<file path="src/rtl/serial_adder.sv">
// -----------------------------------------------------------------------------
// serial_adder
//   Bit-serial (slice-serial) adder. Each clock adds one BITS_PER_CYCLE-wide
//   slice of the captured operands, LSB slice first, with a carry register
//   chaining the slices. The result registers update only when the last slice
//   completes, so sum/c_out/overflow hold the previous result while running.
//
//   Parameters
//     WIDTH           operand/sum width (>= 1)
//     BITS_PER_CYCLE  slice width; WIDTH must be a multiple of it
//                     K = WIDTH / BITS_PER_CYCLE slices per addition
//
//   Optional feature
//     SERIAL_ADDER_SUB_EN  adds input 'sub'. When sub is captured high the
//                          operation is a - b - c_in, done as a + ~b + ~c_in,
//                          and c_out = 1 means "no borrow".
//
//   Ports
//     clk       in   rising-edge clock
//     rst_n     in   synchronous active-low reset
//     start     in   request an addition (accepted only in IDLE)
//     sub       in   subtract select (only with SERIAL_ADDER_SUB_EN)
//     a, b      in   operands [WIDTH-1:0]
//     c_in      in   carry into bit 0
//     sum       out  registered result [WIDTH-1:0]
//     c_out     out  carry out of bit WIDTH-1
//     overflow  out  signed overflow (carry into MSB xor carry out of MSB)
//     busy      out  high while slices are being processed
//     done      out  one-cycle pulse when the new result is valid
//
//   State | meaning
//   ------+--------------------------------------------------------------
//   IDLE  | waiting for start; operands captured on the accepting edge
//   RUN   | one slice added per edge; last slice loads the result regs
//   DONE  | result valid, done pulse; back to IDLE on the next edge
// -----------------------------------------------------------------------------
module serial_adder #(
    parameter int WIDTH          = 8,
    parameter int BITS_PER_CYCLE = 1
) (
    input  logic             clk,
    input  logic             rst_n,
    input  logic             start,
`ifdef SERIAL_ADDER_SUB_EN
    input  logic             sub,
`endif
    input  logic [WIDTH-1:0] a,
    input  logic [WIDTH-1:0] b,
    input  logic             c_in,
    output logic [WIDTH-1:0] sum,
    output logic             c_out,
    output logic             overflow,
    output logic             busy,
    output logic             done
);

    localparam int BPC   = BITS_PER_CYCLE;
    localparam int K     = WIDTH / BPC;
    localparam int CNT_W = (K > 1) ? $clog2(K) : 1;
    localparam logic [CNT_W-1:0] LAST_SLICE = CNT_W'(K - 1);

    typedef enum logic [1:0] {
        IDLE = 2'd0,
        RUN  = 2'd1,
        DONE = 2'd2
    } state_t;

    state_t             r_state;
    state_t             w_state_nxt;

    logic [WIDTH-1:0]   r_a;
    logic [WIDTH-1:0]   r_b;
    logic [WIDTH-1:0]   r_acc;
    logic               r_carry;
    logic [CNT_W-1:0]   r_cnt;
    logic [WIDTH-1:0]   r_sum;
    logic               r_c_out;
    logic               r_ovf;

    logic [WIDTH-1:0]   w_b_op;
    logic               w_cin_op;
    logic               w_last;
    logic [BPC:0]       w_slice;
    logic [WIDTH+BPC-1:0] w_acc_cat;
    logic [WIDTH-1:0]   w_acc_nxt;
    logic               w_msb_cin;

`ifdef SERIAL_ADDER_SUB_EN
    // Subtraction reuses the adder: a - b - c_in == a + ~b + ~c_in.
    assign w_b_op   = sub ? ~b : b;
    assign w_cin_op = sub ? ~c_in : c_in;
`else
    assign w_b_op   = b;
    assign w_cin_op = c_in;
`endif

    assign w_last  = (r_cnt == LAST_SLICE);

    // Current slice sits in the low bits of the shifting operand registers.
    assign w_slice = {1'b0, r_a[BPC-1:0]} + {1'b0, r_b[BPC-1:0]}
                   + {{BPC{1'b0}}, r_carry};

    // New slice enters at the top of the accumulator; after K slices the
    // first slice has reached bit 0. Works for K == 1 as well.
    assign w_acc_cat = {w_slice[BPC-1:0], r_acc};
    assign w_acc_nxt = w_acc_cat[WIDTH+BPC-1:BPC];

    // On the last slice, bit BPC-1 of the slice is the sum MSB; the carry
    // into it is recovered from the full-adder relation s = a ^ b ^ cin.
    assign w_msb_cin = r_a[BPC-1] ^ r_b[BPC-1] ^ w_slice[BPC-1];

    always_ff @(posedge clk) begin
        if (!rst_n) begin
            r_state <= IDLE;
        end else begin
            r_state <= w_state_nxt;
        end
    end

    always_comb begin
        w_state_nxt = r_state;
        case (r_state)
            IDLE:    if (start) w_state_nxt = RUN;
            RUN:     if (w_last) w_state_nxt = DONE;
            DONE:    w_state_nxt = IDLE;
            default: w_state_nxt = IDLE;
        endcase
    end

    always_ff @(posedge clk) begin
        if (!rst_n) begin
            r_a     <= '0;
            r_b     <= '0;
            r_acc   <= '0;
            r_carry <= 1'b0;
            r_cnt   <= '0;
            r_sum   <= '0;
            r_c_out <= 1'b0;
            r_ovf   <= 1'b0;
        end else begin
            case (r_state)
                IDLE: begin
                    if (start) begin
                        r_a     <= a;
                        r_b     <= w_b_op;
                        r_carry <= w_cin_op;
                        r_cnt   <= '0;
                    end
                end
                RUN: begin
                    r_a     <= r_a >> BPC;
                    r_b     <= r_b >> BPC;
                    r_carry <= w_slice[BPC];
                    r_acc   <= w_acc_nxt;
                    r_cnt   <= r_cnt + CNT_W'(1);
                    if (w_last) begin
                        r_sum   <= w_acc_nxt;
                        r_c_out <= w_slice[BPC];
                        r_ovf   <= w_msb_cin ^ w_slice[BPC];
                    end
                end
                default: ;
            endcase
        end
    end

    assign sum      = r_sum;
    assign c_out    = r_c_out;
    assign overflow = r_ovf;
    assign busy     = (r_state == RUN);
    assign done     = (r_state == DONE);

endmodule

</file>
<file path="config.mk">
export PLATFORM = sky130hd
export DESIGN_NAME = serial_adder
export DESIGN_NICKNAME = d
export VERILOG_FILES = /design/src/rtl/serial_adder.sv
export SDC_FILE = /design/constraint.sdc
export NUM_CORES = 1
export LEC_CHECK = 0
export ABC_AREA = 1
export CORE_ASPECT_RATIO = 0.75
export CORE_MARGIN = 1.5
export CORE_UTILIZATION = 55
export CTS_BUF_LIST = sky130_fd_sc_hd__clkbuf_16
export DETAILED_ROUTE_END_ITERATION = 6
export PLACE_DENSITY = 0.83
export RECOVER_POWER = 100
export SYNTH_ARGS = -nofsm -noshare
export SYNTH_HDL_FRONTEND = slang
export SYNTH_SLANG_ARGS = --single-unit
</file>
<file path="constraint.sdc">
create_clock -name clk -period 4.4 [get_ports clk]
set_clock_uncertainty 0.2 [all_clocks]
set_input_delay 0.66 -clock clk [delete_from_list [all_inputs] [get_ports clk]]
set_output_delay 0.66 -clock clk [all_outputs]
set_load 0.01 [all_outputs]
</file>
* Word-level counts from Yosys, hierarchy flattened
Cells that the tools add are included.
** Operators by class
- $add $sub $neg :: 3
- Equal/unequal tests :: 5
- Mux-type cells :: 11
- Bitwise operators :: 3
- Reduce and logical (&&, ||, !) cells :: 5
** Operators with widths (number)
- 8-bit one-hot mux with 2 select lines :: 2
- 8-bit 2-to-1 mux :: 2
- 3-bit one-hot mux with 2 select lines :: 1
- 2-bit AND reduction :: 3
- 2-bit 2-to-1 mux :: 2
- 2-bit one-hot mux with 2 select lines :: 1
- 3-bit by 1-bit adder with 3-bit output (second input constant) :: 1
- 3-bit equality test (second input constant) :: 1
- 3-bit 2-to-1 mux :: 1
- 1-bit bitwise XOR :: 3
- 1-bit by 1-bit adder with 2-bit output :: 1
- 2-bit by 1-bit adder with 2-bit output :: 1
- 2-bit by 1-bit equality test with 1-bit output (second input constant) :: 1
- 2-bit equality test (second input constant) :: 1
- 2-bit zero test :: 1
- 2-bit by 1-bit != test with 1-bit output (second input constant) :: 1
- 2-bit != test (second input constant) :: 1
- 1-bit one-hot mux with 2 select lines :: 1
- 2-bit nonzero test :: 1
- 1-bit 2-to-1 mux :: 1
** Word-level totals
- Flip-flop bits (word level) :: 40
- Bits of input ports :: 20
- Output and inout port bits :: 12
- Word-level logic and storage cells :: 36

* Depth between registers and ports, before layout
- Word-level depth :: 4
- Mapped depth :: 9
- Mapped depth without buffers :: 8

* Worst setup path before layout
OpenSTA, ideal clock, no wires.
- Path kind :: reg-to-output
- Start point :: reg r_state[0]
- End point :: out busy
- Arrival :: 745 ps
- Data required time :: 3540 ps
- Slack :: 2795 ps
- Cell stages (with the launch flop) :: 4
- Buffers on the path :: 1
- Path through :: dfxtp_1 -> nand2_4 -> inv_2 -> buf_4
** On the way
- Longest elaborated chain between the ends :: 1
** Ends and longest elaborated chain
- start: declaration :: RTL line 68 : state_t r_state;
- start signal: assignment :: RTL line 116 : r_state <= w_state_nxt;
- 2-bit by 1-bit equality test with 1-bit output :: RTL line 170 : assign busy = (r_state == RUN);
- end: declaration :: RTL line 53 : output logic busy,
Every way passes these cells.

* Worst setup path in the final report
Same ends and word-level chain as after synthesis.

==> flow_summary.json <==
{
  "drc": 0,
  "synth.most_common_cell": "nand2_1",
  "dp_cells": 304,
  "cts_buffers": 5,
  "initial_core_util": 0.584,
  "clk_latency_ps": 280,
  "hold_violations": 0,
  "clock_path_buffers": 2,
  "ys_async_sr_fraction": 0,
  "dr_total_vias": 1592,
  "final_nets": 296,
  "crit_type": "flip-flop to output port",
  "status": "finished, final reports clean",
  "fin_ws_ps": 1330,
  "grt_max_degree": 28,
  "rsz0062_at_grt": "no",
  "final_area_mm2": 0.00218,
  "yosys_most_used_dff": "dfxtp_1",
  "yosys_warnings": 0,
  "grt_antenna_before_repair": 0,
  "die_y_um": 51.7,
  "drive_gt1_frac": 0.0401,
  "wl_mm": 3.80,
  "max_stage_delay_ps": 680,
  "die-area_mm2": 0.00351,
  "cts_tree": "done",
  "setup_viol": 0,
  "max_slew_margin": 0.460,
  "wl_per_cell_um": 12.2,
  "drv_cap": 0,
  "synth_seq_cells": 39,
  "clkTransAtPathRegs_ps": 60,
  "synth_common_cells": "66 x nand2_1, 40 x inv_1, 39 x dfxtp_1, 26 x a21oi_1, 20 x nand3_1",
  "timing.final.crit_share": 0.698,
  "ctsHoldBuffers": 0,
  "endpoint_kind": "output port",
  "syn-cell-area_mm2": 0.00174,
  "drtPass1Iterations": 5,
  "fin_crit_ps": 3070,
  "ant_nets": 0,
  "vias_per_cell": 5.10,
  "synth-edff-count": 0,
  "clock.fmax_mhz": 326,
  "io_pins": 32,
  "crit_chain": "nand2_4 -> inv_1 -> clkdlybuf4s50_1",
  "slew_viol_final": 0,
  "pre_cts_ws_ps": 1800,
  "synth_area_per_cell_um2": 7.07,
  "fin_tns_setup_ps": 0,
  "rows": 17,
  "syn2layout_area_growth_pct": 25.3,
  "cts_resized": 0,
  "grt_first_pass_wirelength_mm": 6.35,
  "cts-root-buf": "clkbuf_16",
  "grt_pass1_vias": 1451,
  "drtIter0Drc": 80,
  "p_per_area_mw_per_mm2": 408,
  "htree_levels": 2,
  "grt_use_total": 0.244,
  "gp_congestion": 0.786,
  "cts_setup_buffers": 0,
  "cellLeakagePower_nw": 1.04,
  "synth_nets": 269,
  "core-area_mm2": 0.00298,
  "worstMarginPinSlew_ps": 808,
  "cp_max_fo": 27,
  "io_buffers": 31,
  "clock_sinks": 39,
  "cpMaxStageDelayCell": "clkdlybuf4s50_1",
  "final_cells": 312,
  "grt_overflow": 0,
  "worstHoldPathType": "flip-flop to flip-flop",
  "peakVddDrop_mv": 0.271,
  "ys_types": 19,
  "die_width_um": 67.9,
  "hold-worst-slack_ps": 263,
  "yosysTopAreaCell": "dfxtp_1",
  "yosysTopAreaCellShare": 0.449,
  "n_antenna_cell": 0,
  "worstPathRequired_ps": 3540,
  "place_hpwl_mm": 2.36,
  "ys_top_cells_by_area": "dfxtp_1 45%, nand2_1 14%, inv_1 8.6%",
  "synthCells": 246,
  "critPathLaunchType": "flip-flop",
  "critPathArrivalTime_ps": 2210,
  "place_area_mm2": 0.00203,
  "ys_seq_area_frac": 0.449
}
-- logic make-up after synthesis --
| kind of cell | synth area share |
|---|---|
| buf+inv | 0.132 |
| compound gates | 0.142 |
| fa+ha+maj | 0.0259 |
| flops | 0.449 |
| simple gates | 0.251 |
-- worst max-delay path: cells and delay by family, from the launching register on --
family                 cells  cell delay [ps]
buffers and inverters      2             1340
flip-flops                 1              390
AND/OR/NAND/NOR            1              200
-- flip-flops by register name, indices dropped and copies added (netlist names) --
signal    flops
r_a           8
r_b           8
sum           8
r_acc         7
r_cnt         3
r_state       2
c_out         1
overflow      1
r_carry       1
-- stage by stage --
stage	power, W	util
6_report	0.000888	0.732
5_1_grt	0.000924	0.732
4_1_cts	0.000891	0.737
3_5_place_dp	0.000494	0.682
3_3_place_gp	0.000490	0.682
2_1_floorplan	0.000464	-
-- placed cells by master (no fill, tap or decap), drive strengths merged --
cell | synthesis | layout
ha | 2 | 2
nand2 | 69 | 69
bufinv | 0 | 1
clkbuf | 3 | 5
o21ai | 16 | 16
nor2 | 16 | 16
a211oi | 3 | 3
dlygate4sd3 | 0 | 12
fa | 1 | 1
inv | 43 | 43
a21oi | 26 | 26
clkinv | 0 | 2
nand3 | 20 | 20
clkdlybuf4s50 | 0 | 19
dfxtp | 39 | 39
-- report_power, final --
group	switching, W	leakage (nW)	internal, W
Combinational	0.0000589	0.642	0.0000430
Clock	0.000137	0.0812	0.000264
Sequential	0.0000127	0.320	0.000373
-- path summary, 6_finish.rpt --
check / from / endpoint / slack, ps / depth (start not counted)
hold / removal: r_b[4] / r_b[4] / 260 / 2
setup reg to reg: r_cnt[0] / sum[2] / 2230 / 7
hold reg to reg: r_b[4] / r_b[4] / 260 / 2
setup / recovery: r_state[0] / busy / 1330 / 3
-- area by class of cell --
type	instances	area [um2]
Clock buffer	5	125
Clock inverter	3	38.8
Fill cell	231	800
Inverter	43	164
Multi-Input combinational cell	153	712
Sequential cell	39	781
Tap cell	38	47.5
Timing Repair Buffer	31	310
-- per-layer routing --
| metal | routed length [um] | vias to the layer above | global-route usage |
|---|---|---|---|
| met2 | 1750 | 45 | 0.385 |
| met3 | 166 | 8 | 0.0844 |
| met5 | 0 | - | 0 |
| met1 | 1810 | 720 | 0.314 |
| met4 | 67 | 0 | 0.0700 |
| li1 | - | 819 | - |
(Power assumes the default switching activity.)
